### config.mk
export PLATFORM = sky130hd
export DESIGN_NAME = cpu_mem_arbiter
export DESIGN_NICKNAME = d
export VERILOG_FILES = /design/src/rtl/cpu_mem_arbiter.sv
export SDC_FILE = /design/constraint.sdc
export NUM_CORES = 1
export LEC_CHECK = 0
export BUFFER_PORTS_ARGS = -buffer_cell sky130_fd_sc_hd__buf_2
export CORE_MARGIN = 2
export CORE_UTILIZATION = 50
export CTS_CLUSTER_SIZE = 16
export DETAILED_ROUTE_END_ITERATION = 8
export GPL_TIMING_DRIVEN = 0
export PLACE_DENSITY = 0.85
export SLEW_MARGIN = 20
export SYNTH_ARGS = -nofsm -noshare
export SYNTH_HDL_FRONTEND = slang
export SYNTH_SLANG_ARGS = --single-unit
export TNS_END_PERCENT = 5
### constraint.sdc
create_clock -name sys_clk -period 4.37 [get_ports sys_clk]
set_input_delay 0 -clock sys_clk [delete_from_list [all_inputs] [get_ports sys_clk]]
set_output_delay 0 -clock sys_clk [all_outputs]
set_load 0.01 [all_outputs]
### src/rtl/cpu_mem_arbiter.sv
// ---------------------------------------------------------------------------
// cpu_mem_arbiter
//
// Merges the CPU instruction-fetch port and data port onto one single-ported
// wishbone-style memory port. Requests are serialised with round-robin
// priority; read data and acknowledge go back to the master that issued the
// request. Each transaction walks IDLE -> BUS -> RESP, so a zero-wait slave
// costs three cycles and every slave wait state adds one BUS cycle.
//
// Optional feature: define ARB_TIMEOUT_EN to enable the BUS-state watchdog.
// After TIMEOUT_CYCLES BUS cycles without mem_ack_i the granted master is
// acked with zero data and the sticky timeout_o flag is raised. Without the
// macro BUS waits indefinitely and timeout_o is tied low.
//
// Parameters
//   ADDR_W         address width of all ports
//   DATA_W         data width of all ports
//   TIMEOUT_CYCLES BUS cycles before watchdog abort (ARB_TIMEOUT_EN only)
//
// Ports
//   sys_clk, sys_rst          clock (rising edge), async active-low reset
//   instr_addr_i/stb_i/we_i   fetch request from the CPU
//   instr_data_o/ack_o        fetch response
//   data_addr_i/data_i/stb_i/we_i  load/store request from the CPU
//   data_data_o/ack_o         load/store response
//   mem_addr_o/data_o/stb_o/we_o   request to the slave
//   mem_data_i/ack_i          response from the slave
//   timeout_o                 sticky watchdog flag
// All outputs are registered.
// ---------------------------------------------------------------------------
module cpu_mem_arbiter #(
  parameter int ADDR_W         = 32,
  parameter int DATA_W         = 32,
  parameter int TIMEOUT_CYCLES = 256
) (
  input  logic              sys_clk,
  input  logic              sys_rst,
  input  logic [ADDR_W-1:0] instr_addr_i,
  input  logic              instr_stb_i,
  input  logic              instr_we_i,
  output logic [DATA_W-1:0] instr_data_o,
  output logic              instr_ack_o,
  input  logic [ADDR_W-1:0] data_addr_i,
  input  logic [DATA_W-1:0] data_data_i,
  input  logic              data_stb_i,
  input  logic              data_we_i,
  output logic [DATA_W-1:0] data_data_o,
  output logic              data_ack_o,
  output logic [ADDR_W-1:0] mem_addr_o,
  output logic [DATA_W-1:0] mem_data_o,
  output logic              mem_stb_o,
  output logic              mem_we_o,
  input  logic [DATA_W-1:0] mem_data_i,
  input  logic              mem_ack_i,
  output logic              timeout_o
);

  typedef enum logic [1:0] {IDLE, BUS, RESP} state_t;
  typedef enum logic {GNT_INSTR, GNT_DATA} gnt_t;

  state_t state;
  gnt_t   grant;
  gnt_t   last_grant;

  logic              pick_instr;
  logic              bus_done;
  logic              bus_abort;
  logic [DATA_W-1:0] resp_data;

  if (TIMEOUT_CYCLES < 1) begin : g_timeout_range_check
    $error("cpu_mem_arbiter: TIMEOUT_CYCLES must be at least 1");
  end

`ifdef ARB_TIMEOUT_EN
  localparam int CNT_W = $clog2(TIMEOUT_CYCLES + 1);
  localparam logic [CNT_W-1:0] CNT_LAST = CNT_W'(TIMEOUT_CYCLES - 1);

  logic [CNT_W-1:0] bus_cnt;
`else
  assign timeout_o = 1'b0;
`endif

  // Instr wins when it is the only requester, or on contention when data
  // was served last. last_grant resets to data so instr wins first.
  always_comb begin
    pick_instr = instr_stb_i && (!data_stb_i || (last_grant == GNT_DATA));
  end

  // A real slave ack always beats the watchdog, even on the limit cycle.
  always_comb begin
    bus_abort = 1'b0;
`ifdef ARB_TIMEOUT_EN
    bus_abort = !mem_ack_i && (bus_cnt == CNT_LAST);
`endif
    bus_done  = mem_ack_i || bus_abort;
    resp_data = bus_abort ? '0 : mem_data_i;
  end

  always_ff @(posedge sys_clk or negedge sys_rst) begin
    if (!sys_rst) begin
      state        <= IDLE;
      grant        <= GNT_INSTR;
      last_grant   <= GNT_DATA;
      mem_addr_o   <= '0;
      mem_data_o   <= '0;
      mem_stb_o    <= 1'b0;
      mem_we_o     <= 1'b0;
      instr_ack_o  <= 1'b0;
      data_ack_o   <= 1'b0;
      instr_data_o <= '0;
      data_data_o  <= '0;
`ifdef ARB_TIMEOUT_EN
      bus_cnt      <= '0;
      timeout_o    <= 1'b0;
`endif
    end else begin
      case (state)
        IDLE: begin
          if (instr_stb_i || data_stb_i) begin
            state     <= BUS;
            mem_stb_o <= 1'b1;
`ifdef ARB_TIMEOUT_EN
            bus_cnt   <= '0;
`endif
            if (pick_instr) begin
              grant      <= GNT_INSTR;
              mem_addr_o <= instr_addr_i;
              mem_data_o <= '0;
              mem_we_o   <= instr_we_i;
            end else begin
              grant      <= GNT_DATA;
              mem_addr_o <= data_addr_i;
              mem_data_o <= data_data_i;
              mem_we_o   <= data_we_i;
            end
          end
        end

        BUS: begin
          if (bus_done) begin
            state      <= RESP;
            mem_stb_o  <= 1'b0;
            last_grant <= grant;
            if (grant == GNT_INSTR) begin
              instr_ack_o  <= 1'b1;
              instr_data_o <= resp_data;
            end else begin
              data_ack_o <= 1'b1;
              // Stores return nothing useful; keep the last load value.
              if (!mem_we_o) begin
                data_data_o <= resp_data;
              end
            end
`ifdef ARB_TIMEOUT_EN
            if (bus_abort) begin
              timeout_o <= 1'b1;
            end
`endif
          end
`ifdef ARB_TIMEOUT_EN
          else begin
            bus_cnt <= bus_cnt + 1'b1;
          end
`endif
        end

        RESP: begin
          instr_ack_o <= 1'b0;
          data_ack_o  <= 1'b0;
          state       <= IDLE;
        end

        default: state <= IDLE;
      endcase
    end
  end

endmodule

==> flow_summary.ini <==
[die]
die_area_um2 = 12200
die_y_um = 111
initial_core_util = 0.518
core_um2 = 11000
die_w_um = 111
rows = 38
io_pins = 268

[clock_network]
cts.path.max_buffers = 2
hold_buffers = 135
ctsResizeCount = 0
clockRootBuffer = clkbuf_16
clk_pin_slew_ns = 0.06
clock_latency_ns = 0.42
cts_tree = yes
cts.sinks = 136
cts_buffers = 17
post-cts-setup-buffers = 0
htreeDepth = 4

[place]
dp_hpwl_mm = 11.3
port_buffers = 265
dpl_cell_area_um2 = 7230
place.gp.congestion = 0.883
dp.cells = 833

[synth]
synth_top_family_by_area = compound AO/OA/AOI/OAI gates
synthDistinctLibCells = 29
synthMuxAreaShare = 0.127
synth-simple-area-share = 0.0449
yosysWarnings = 0
syn_inst = 427
synth-compound-area-share = 0.186
synthesis.area_um2 = 5690
ys_ff_latch = 136
synth_fa_ha_area_frac = 0
seq_area_frac_synth = 0.598
synthXorXnorAreaFrac = 0
avgSynthCellArea_um2 = 13.3
postSynthNetCount = 562

[cells_and_area]
finalNonFillerCells = 1001
fin_util = 0.842
layout_commonest_cell = buf_2
drive_gt1_frac = 0.473
fin_nets = 982
final_cell_mix = buf_2 (271), dfrtp_1 (135), dlygate4sd3_1 (135)
multiInputGateArea_um2 = 2040
seqCellArea_um2 = 3400
syn_to_final_growth_pct = 62.5
stdcell_area_um2 = 9250
num-fill-cells = 534

[power]
p_seq_frac = 0.341
power.internal_uw = 4320
pwr-share-comb = 0.418
power_leakage_uw = 0.00439
p_total_uw = 6750
power.clock.fraction = 0.241
power.density_nw_per_um2 = 730
ir_drop_mv = 0.475
power.switching_uw = 2440
p_sw_frac = 0.361

[global_routing]
grt_usage = 0.345
grt_max_degree = 92
grt_pass1_wl_mm = 32.9
first_global_vias = 6161
grt-ovfl-total = 0
grt_antenna_before_repair = 0

[sta]
post-route-period-util = 0.663
slew_violations = 0
worstMarginPinSlew_ns = 0.502
timing.slew.headroom = 0.665
finalHoldViolations = 0
fin_crit_ns = 2.90
setup_viol_count_final = 0
skew_ns = 0.00767
max_freq_ghz = 0.345
rsz0062_at_grt = no
tns_ns = 0

[worst_setup_path]
crit_required_ns = 4.72
worst-path-buf-inv = 4
crit_slowest_cell = dlygate4sd3_1
crit_family = buffers and inverters
worstPathArrival_ns = 3.25
crit_fanout = 10
path_class = register to register
critPathMaxStageDelay_ns = 0.60
worstPathCellList = nand2b_1 -> clkbuf_1 -> clkbuf_1 -> nand3_1 -> dlygate4sd3_1 -> a31oi_2 -> dlygate4sd3_1
worst_setup_path_start_kind = register
worst_setup_path_end_kind = register

[routing]
routed_via_density = 5.63
dr_total_vias = 5631
drt_first_pass_iters = 6
drc = 0
routedWlPerCell_um = 20.9
wl_mm = 20.9
final_antenna_net_count = 0
drt_iter0_markers = 379

[min_path]
hold_class = primary input to async pin

[run]
drv_cap = 0

[outcome]
status = finished, final reports clean
-- metrics by stage --
| step | hold slack, ns | worst slack, ns |
|---|---|---|
| final | 0.0715 | 1.47 |
| after CTS | 0.0681 | 1.58 |
| after floorplan | -0.296 | 2.85 |
| after detailed placement | -0.0830 | 2.60 |
| after global routing | 0.110 | 1.34 |
| after global placement | 0.217 | 1.62 |
-- logic make-up after synthesis --
| group | count (synthesis) |
|---|---|
| muxes | 64 |
| buffers and inverters | 43 |
| other | 1 |
| AOI/OAI and AO/OA | 139 |
| DFF | 136 |
| and+or+nand+nor | 44 |
-- power by group through the flow --
stage               sequential, uW  clock (uW)  combinational (uW)
floorplan                     2500           0                1070
global route                  2350        1690                3000
global placement              2200           0                2260
detailed placement            2230           0                2350
finish                        2300        1630                2820
CTS                           2240        1620                2710
-- state kept, by name, indices dropped and copies added (netlist names) --
name          cells
mem_data_o       32
state             2
mem_stb_o         1
last_grant        1
instr_ack_o       1
data_data_o      32
grant             1
mem_addr_o       32
mem_we_o          1
instr_data_o     32
data_ack_o        1
-- worst register-to-register path, delay by kind of cell (launching register included) --
kind                   cells  cell delay (ns)
buffers and inverters      4             1.87
AOI/OAI and AO/OA          1             0.19
and+or+nand+nor            2             0.24
DFF                        1             0.54
-- layout make-up --
cell class / instances / share of cell area
sequential: 136 / 0.368
timing repair buffer: 401 / 0.294
multi-input combinational: 248 / 0.221
clock buffer: 17 / 0.0460
clock inverter: 15 / 0.0260
buffer: 38 / 0.0245
tap: 140 / 0.0189
inverter: 5 / 0.00203
antenna: 1 / 0.000271
-- synth_stat cells, drive strengths merged --
cell     number  area share
nand3        33       0.029
dfstp         1      0.0046
dfrtp       135        0.59
o211a         1      0.0018
nor3b         1      0.0033
o2bb2ai       1      0.0015
a21o          1      0.0013
nand2         3      0.0024
and2          1      0.0011
o21ai        35       0.031
nand3b        1      0.0035
mux2         64        0.13
a21oi        34       0.030
inv           5      0.0033
o31ai         1      0.0013
buf          19       0.027
a22o         32       0.049
nand2b        1      0.0011
nor2b         1      0.0011
or2           1      0.0011
clkbuf       19       0.013
conb          1     0.00066
nor2          2      0.0022
a31oi        34       0.070
-- routing by layer --
layer | GRT usage | share of wire
met5 | 0 | 0
met1 | 0.375 | 0.36
met2 | 0.623 | 0.52
met3 | 0.0968 | 0.077
met4 | 0.155 | 0.046
-- final timing paths --
path,slack (ns),from,end,cells past startpoint
worst max register to register,1.47,last_grant,mem_addr_o[1],7
max in group asynchronous,3.55,sys_rst,mem_data_o[0],3
worst max-delay path,1.47,last_grant,mem_addr_o[1],7
worst min-delay path,0.07,sys_rst,mem_addr_o[21],2
min in group sys_clk,0.13,data_stb_i,mem_data_o[0],3
worst min register to register,0.50,data_data_o[1],data_data_o[1],1
Note: power is estimated with default switching activity, not from simulation.
